$ cat config.mk
export PLATFORM = sky130hd
export DESIGN_NAME = frame_egress_writer
export DESIGN_NICKNAME = d
export VERILOG_FILES = /design/src/rtl/frame_egress_writer.sv
export SDC_FILE = /design/constraint.sdc
export NUM_CORES = 1
export LEC_CHECK = 0
export CORE_MARGIN = 8
export CORE_UTILIZATION = 30
export DETAILED_ROUTE_END_ITERATION = 16
export SLEW_MARGIN = 10
export SYNTH_ARGS = -nofsm -noshare
export SYNTH_HDL_FRONTEND = slang
export SYNTH_SLANG_ARGS = --single-unit
$ cat constraint.sdc
create_clock -name clk -period 1.5 [get_ports clk]
set_input_delay 0.3 -clock clk [delete_from_list [all_inputs] [get_ports clk]]
set_output_delay 0.3 -clock clk [all_outputs]
set_load 0.01 [all_outputs]
$ cat src/rtl/frame_egress_writer.sv
// frame_egress_writer: receives the switch-core frame stream, decodes the 2-byte
// routing header, replicates the body into the per-port data FIFOs and pushes one
// descriptor per stored frame into each targeted pointer FIFO.
// Optional feature macro: FRAME_DROP_CNT_EN (adds the saturating drop_cnt output).

module frame_egress_writer (
  input  logic        clk,
  input  logic        rst,
  input  logic        sof,
  input  logic        dv,
  input  logic [7:0]  data,
  input  logic [3:0]  dfifo_afull,
  input  logic [3:0]  pfifo_full,
  output logic [3:0]  dfifo_wr,
  output logic [7:0]  dfifo_din,
  output logic [3:0]  pfifo_wr,
  output logic [15:0] pfifo_din,
  output logic        bp0,
  output logic        bp1,
  output logic        bp2,
  output logic        bp3
`ifdef FRAME_DROP_CNT_EN
  ,
  output logic [15:0] drop_cnt
`endif
);

  localparam logic [1:0] S_IDLE    = 2'd0;
  localparam logic [1:0] S_HDR1    = 2'd1;
  localparam logic [1:0] S_BODY    = 2'd2;
  localparam logic [1:0] S_DISCARD = 2'd3;

  localparam logic [11:0] MaxCount = 12'hFFF;

  logic [1:0]  r_state;
  logic [3:0]  r_portmap;
  logic [3:0]  r_wmask;
  logic [11:0] r_len;
  logic [11:0] r_count;
  logic        r_ovf;      // bytes arrived after count saturated
  logic [3:0]  r_dfifo_wr;
  logic [7:0]  r_dfifo_din;
  logic [3:0]  r_pfifo_wr;
  logic [15:0] r_pfifo_din;
  logic [3:0]  r_bp;

  logic [3:0]  w_busy;
  logic        w_admit;

  assign w_busy  = dfifo_afull | pfifo_full;
  assign w_admit = (r_portmap != 4'd0) && ((r_portmap & w_busy) == 4'd0);

  // Header decode, admission, body replication and descriptor generation.
  always_ff @(posedge clk) begin
    if (rst) begin
      r_state     <= S_IDLE;
      r_portmap   <= 4'd0;
      r_wmask     <= 4'd0;
      r_len       <= 12'd0;
      r_count     <= 12'd0;
      r_ovf       <= 1'b0;
      r_dfifo_wr  <= 4'd0;
      r_dfifo_din <= 8'd0;
      r_pfifo_wr  <= 4'd0;
      r_pfifo_din <= 16'd0;
    end else begin
      r_dfifo_wr <= 4'd0;
      r_pfifo_wr <= 4'd0;
      case (r_state)
        S_IDLE: begin
          if (sof && dv) begin
            r_portmap   <= data[3:0];
            r_len[11:8] <= data[7:4];
            r_state     <= S_HDR1;
          end
        end
        S_HDR1: begin
          if (dv) begin
            r_len[7:0] <= data;
            r_count    <= 12'd0;
            r_ovf      <= 1'b0;
            if (w_admit) begin
              r_wmask <= r_portmap;
              r_state <= S_BODY;
            end else begin
              r_state <= S_DISCARD;
            end
          end else begin
            // Runt frame: header truncated, nothing written.
            r_state <= S_IDLE;
          end
        end
        S_BODY: begin
          if (dv && sof) begin
            // Missing gap: close the frame as mismatched and start the next header.
            r_pfifo_wr  <= r_wmask;
            r_pfifo_din <= {1'b1, 3'b000, r_count};
            r_portmap   <= data[3:0];
            r_len[11:8] <= data[7:4];
            r_state     <= S_HDR1;
          end else if (dv) begin
            if (r_count != MaxCount) begin
              r_dfifo_wr  <= r_wmask;
              r_dfifo_din <= data;
              r_count     <= r_count + 12'd1;
            end else begin
              r_ovf <= 1'b1;
            end
          end else begin
            r_pfifo_wr  <= r_wmask;
            r_pfifo_din <= {((r_count != r_len) | r_ovf), 3'b000, r_count};
            r_state     <= S_IDLE;
          end
        end
        S_DISCARD: begin
          if (dv && sof) begin
            r_portmap   <= data[3:0];
            r_len[11:8] <= data[7:4];
            r_state     <= S_HDR1;
          end else if (!dv) begin
            r_state <= S_IDLE;
          end
        end
        default: r_state <= S_IDLE;
      endcase
    end
  end

  // Backpressure: registered copy of the per-port FIFO congestion flags.
  always_ff @(posedge clk) begin
    if (rst) begin
      r_bp <= 4'd0;
    end else begin
      r_bp <= w_busy;
    end
  end

  assign dfifo_wr  = r_dfifo_wr;
  assign dfifo_din = r_dfifo_din;
  assign pfifo_wr  = r_pfifo_wr;
  assign pfifo_din = r_pfifo_din;
  assign bp0       = r_bp[0];
  assign bp1       = r_bp[1];
  assign bp2       = r_bp[2];
  assign bp3       = r_bp[3];

`ifdef FRAME_DROP_CNT_EN
  logic [15:0] r_drop_cnt;
  logic        w_drop;

  // A frame is dropped when a runt ends in HDR1 or a discarded frame ends.
  assign w_drop = ((r_state == S_HDR1) && !dv) ||
                  ((r_state == S_DISCARD) && (!dv || sof));

  // Saturating dropped-frame counter.
  always_ff @(posedge clk) begin
    if (rst) begin
      r_drop_cnt <= 16'd0;
    end else if (w_drop && (r_drop_cnt != 16'hFFFF)) begin
      r_drop_cnt <= r_drop_cnt + 16'd1;
    end
  end

  assign drop_cnt = r_drop_cnt;
`endif

endmodule

==> flow_summary_export.csv <==
group,metric,value,unit
clock_network,cts_tree,"built",
worst_setup_path,setup.worst_path.class,"register to register",
route,drt.antenna.violating_nets,0,
timing,final_min_period_over_clock_period,110,%
route,routed_via_density,4.82,
run_status,run_status,"finished with violations",
clock_network,clock_latency,340,ps
finish,final_net_count,466,
worst_setup_path,crit_required,1790,ps
worst_setup_path,cpMaxStageDelayCell,"or3_1",
global_routing,grt_first_pass_wirelength,14100,um
yosys,synth.yosys.warnings,0,
flow_run,maxCapViolCount,0,
route,number_of_vias_after_detailed_routing,2810,
pwr,cellPowerDensity,836,nW/um^2
clock_network,cts-root-to-sink-buffers,2,
floorplan,rows,36,
timing,post-route-worst-setup-slack,-148,ps
timing,setup_viol,21,
run_status,failed_checks,"negative setup slack",
worst_setup_path,reg2reg_depth,6,
global_routing,grt_remaining_overflow,0,
clock_network,tritoncts.num_buffers,9,
placed_design,dpl.hpwl,6530,um
route,drt_first_iter_violations,134,
timing,clock_skew,6.12,ps
finish,area_growth_syn_to_layout,52.9,%
worst_hold_path,worstHoldPathType,"input pin to register",
clock_network,numClockSinks,68,
worst_setup_path,critPathMaxStageDelay,370,ps
worst_setup_path,cp-startpoint,"r_count[1]$_SDFFE_PP0P_",
timing,finalHoldViolCount,0,
clock_network,hold_buffers,0,
worst_setup_path,worstPathCellList,"ha_4, nand4_1, or3_1, buf_6, a311oi_4, o22a_1",
yosys,ys_top_cells_by_area,"dfxtp_1 (47%), nand2_1 (7.3%), a21oi_1 (6.9%), o21ai_0 (4.7%), xnor2_1 (2.7%)",
pwr,static-leakage-power,1.76,nW
yosys,synth.cell_area,2890,um^2
clock_network,cts_max_level,3,
clock_network,root_buffer,"clkbuf_8",
finish,fillers,984,
yosys,synth.ff_latch_count,68,
timing,clock.fmax,607,MHz
timing,setup_repair_after_global_routing_missed_its_margin,"true",
timing,timing_max_transition_violations_final,0,
yosys,yosysSeqAreaShare,47.1,%
yosys,synth_enable_flop_cells,0,
floorplan,die_footprint,13000,um^2
route,detailed_route_wire_length_per_cell,15.4,um
timing,finalWorstPathRequiredPeriod,1650,ps
timing,fin_worst_hold_slack,362,ps
worst_setup_path,timing.critical_path.arrival,1940,ps
worst_setup_path,critical_path.n_buffers_inverters,1,
yosys,synth_top_cells_by_count,"dfxtp_1 (68), nand2_1 (56), a21oi_1 (40)",
yosys,synth.lib_cells_used.distinct,48,
route,detail_route.drc_violations,0,
route,first_pass_iters,4,
global_routing,grt_start_max_net_pins,27,
floorplan,initial_utilization,30.3,%
global_routing,globalRouteTotalUtil,13.7,%
yosys,syn-mean-instance-area,8.34,um^2
finish,antennaDiodeCount,0,
yosys,ys.flop_type,"dfxtp_1",
yosys,post-synth-top-area-cell,"dfxtp_1",
clock_network,cts.clk_slew.worst_paths,70,ps
yosys,synth.top_cell.area_share,47.1,%
finish,drive_gt1_share,28.4,%
placed_design,io_buffers,52,
timing,final.setup.tns,-1690,ps
worst_setup_path,regToRegStartpoint,"r_count[1]$_SDFFE_PP0P_",
worst_hold_path,hold_path.startpoint,"sof",
worst_setup_path,endpoint_kind,"register",
yosys,yosysMostFrequentCell,"dfxtp_1",
worst_setup_path,critical_path_depth,6,
yosys,synth-async-reset-ratio,0,%
worst_hold_path,hold-path-cell-count,3,
global_routing,antenna_found_initial,0,
worst_setup_path,critical_path_startpoint_category,"register",
placed_design,place_congestion,0.909,
worst_setup_path,critPathMaxFanout,4,
global_routing,grt_pass1_vias,2747,
floorplan,core,9550,um^2
worst_setup_path,r2r_slack,-150,ps
route,detail_route.wirelength,8970,um
pwr,vdd.ir_drop.worst,0.000465,V
worst_setup_path,cpLargestDelayFamily,"simple AND/OR/NAND/NOR gates",
floorplan,die-height,114,um
floorplan,ioPinCount,56,
yosys,synth_cells,347,
floorplan,floorplan.die.width,114,um
## metal layers
layer / wire, um / track usage, %
met5: 0 / 0
met3: 460 / 3.96
met4: 75 / 4.26
met2: 4200 / 22.1
met1: 4230 / 17.3
## power by group
group          switching (mW)  leakage (nW)  internal, mW
registers              0.0208         0.553          1.83
logic                   0.155          1.11         0.143
clock network           0.696         0.102         0.854
total                   0.872          1.76          2.83
## through the flow
| step | power [mW] | area [um^2] | util [%] | cells | setup slack, ps |
|---|---|---|---|---|---|
| floorplan | 2.02 | 2990 | - | 349 | -94.6 |
| global placement | 2.16 | 3960 | 41.4 | 563 | -368 |
| detailed placement | 2.17 | 3960 | 41.4 | 563 | -428 |
| CTS | 3.72 | 4250 | 44.5 | 582 | -213 |
| global route | 3.84 | 4420 | 46.3 | 583 | -213 |
| finish | 3.70 | 4420 | 46.3 | 583 | -148 |
## final timing paths
check	endpoint
setup / recovery	r_count[7]$_SDFFE_PP0P_
hold / removal	r_state[1]$_SDFFE_PP0P_
setup reg to reg	r_count[7]$_SDFFE_PP0P_
hold reg to reg	pfifo_din[7]$_SDFFE_PP0P_
## repair_timing
action                     4_1_cts  5_1_grt
pin swaps                       14        9
cloned                           0        0
buffers inserted                 3        2
setup endpoints to repair       62       41
gates resized for setup         45       40
## state kept, by name, indices dropped and copies added, names as in the netlist
signal and flops:
dfifo_wr 4, r_portmap 4, pfifo_din 13, r_wmask 4
r_bp 4, r_ovf 1, r_len 12, pfifo_wr 4
r_state 2, r_count 12, dfifo_din 8
## placed cells by master, fill, tap and decap left out, drive strengths merged, types with 2 or more instances in the layout
cell type / netlist / layout
clkbuf: 15 / 12
dfxtp: 68 / 68
nand4: 6 / 6
clkdlybuf4s50: 0 / 17
and4: 2 / 2
or4: 2 / 2
xnor2: 9 / 9
nor4: 3 / 3
dlygate4sd2: 0 / 28
nand3: 14 / 14
buf: 11 / 60
conb: 1 / 3
or3: 2 / 2
mux2i: 4 / 4
nand2: 56 / 56
and3: 3 / 3
o21ai: 28 / 28
a211oi: 4 / 4
xor2: 3 / 3
a31oi: 5 / 5
nor3: 10 / 10
clkinv: 0 / 2
inv: 4 / 4
nor2b: 4 / 4
a21oi: 40 / 40
nor2: 19 / 19
dlymetal6s2s: 0 / 6
a2111oi: 3 / 3
nand2b: 9 / 9
nor3b: 8 / 8
## cells by family (layout without fill, tap and decap cells)
| family | Yosys count | in the layout | share of synthesized area (%) |
|---|---|---|---|
| AOI/OAI and AO/OA | 88 | 88 | 17.5 |
| xor gates and xnor gates | 12 | 12 | 3.63 |
| adders and majority gates | 1 | 1 | 0.432 |
| buffers and inverters | 30 | 131 | 4.93 |
| DFF | 68 | 68 | 47.1 |
| muxes | 4 | 4 | 1.38 |
| other | 1 | 3 | 0.130 |
| and+or+nand+nor | 143 | 143 | 24.9 |
## cell type report
class	count	area (um^2)	area share [%]
well taps	133	166	3.76
clock buffers	12	155	3.51
repair buffers	111	995	22.5
flip-flops and latches	68	1370	31.0
clock inverters	4	47.5	1.07
multi-input cells	251	1670	37.8
inverters	4	15.0	0.339
## tightest hold or removal path, stage by stage
cell	delay (ps)
dlymetal6s2s_1	120
buf_4	160
a2111oi_0	80
Note: power is estimated with default switching activity, not from simulation.
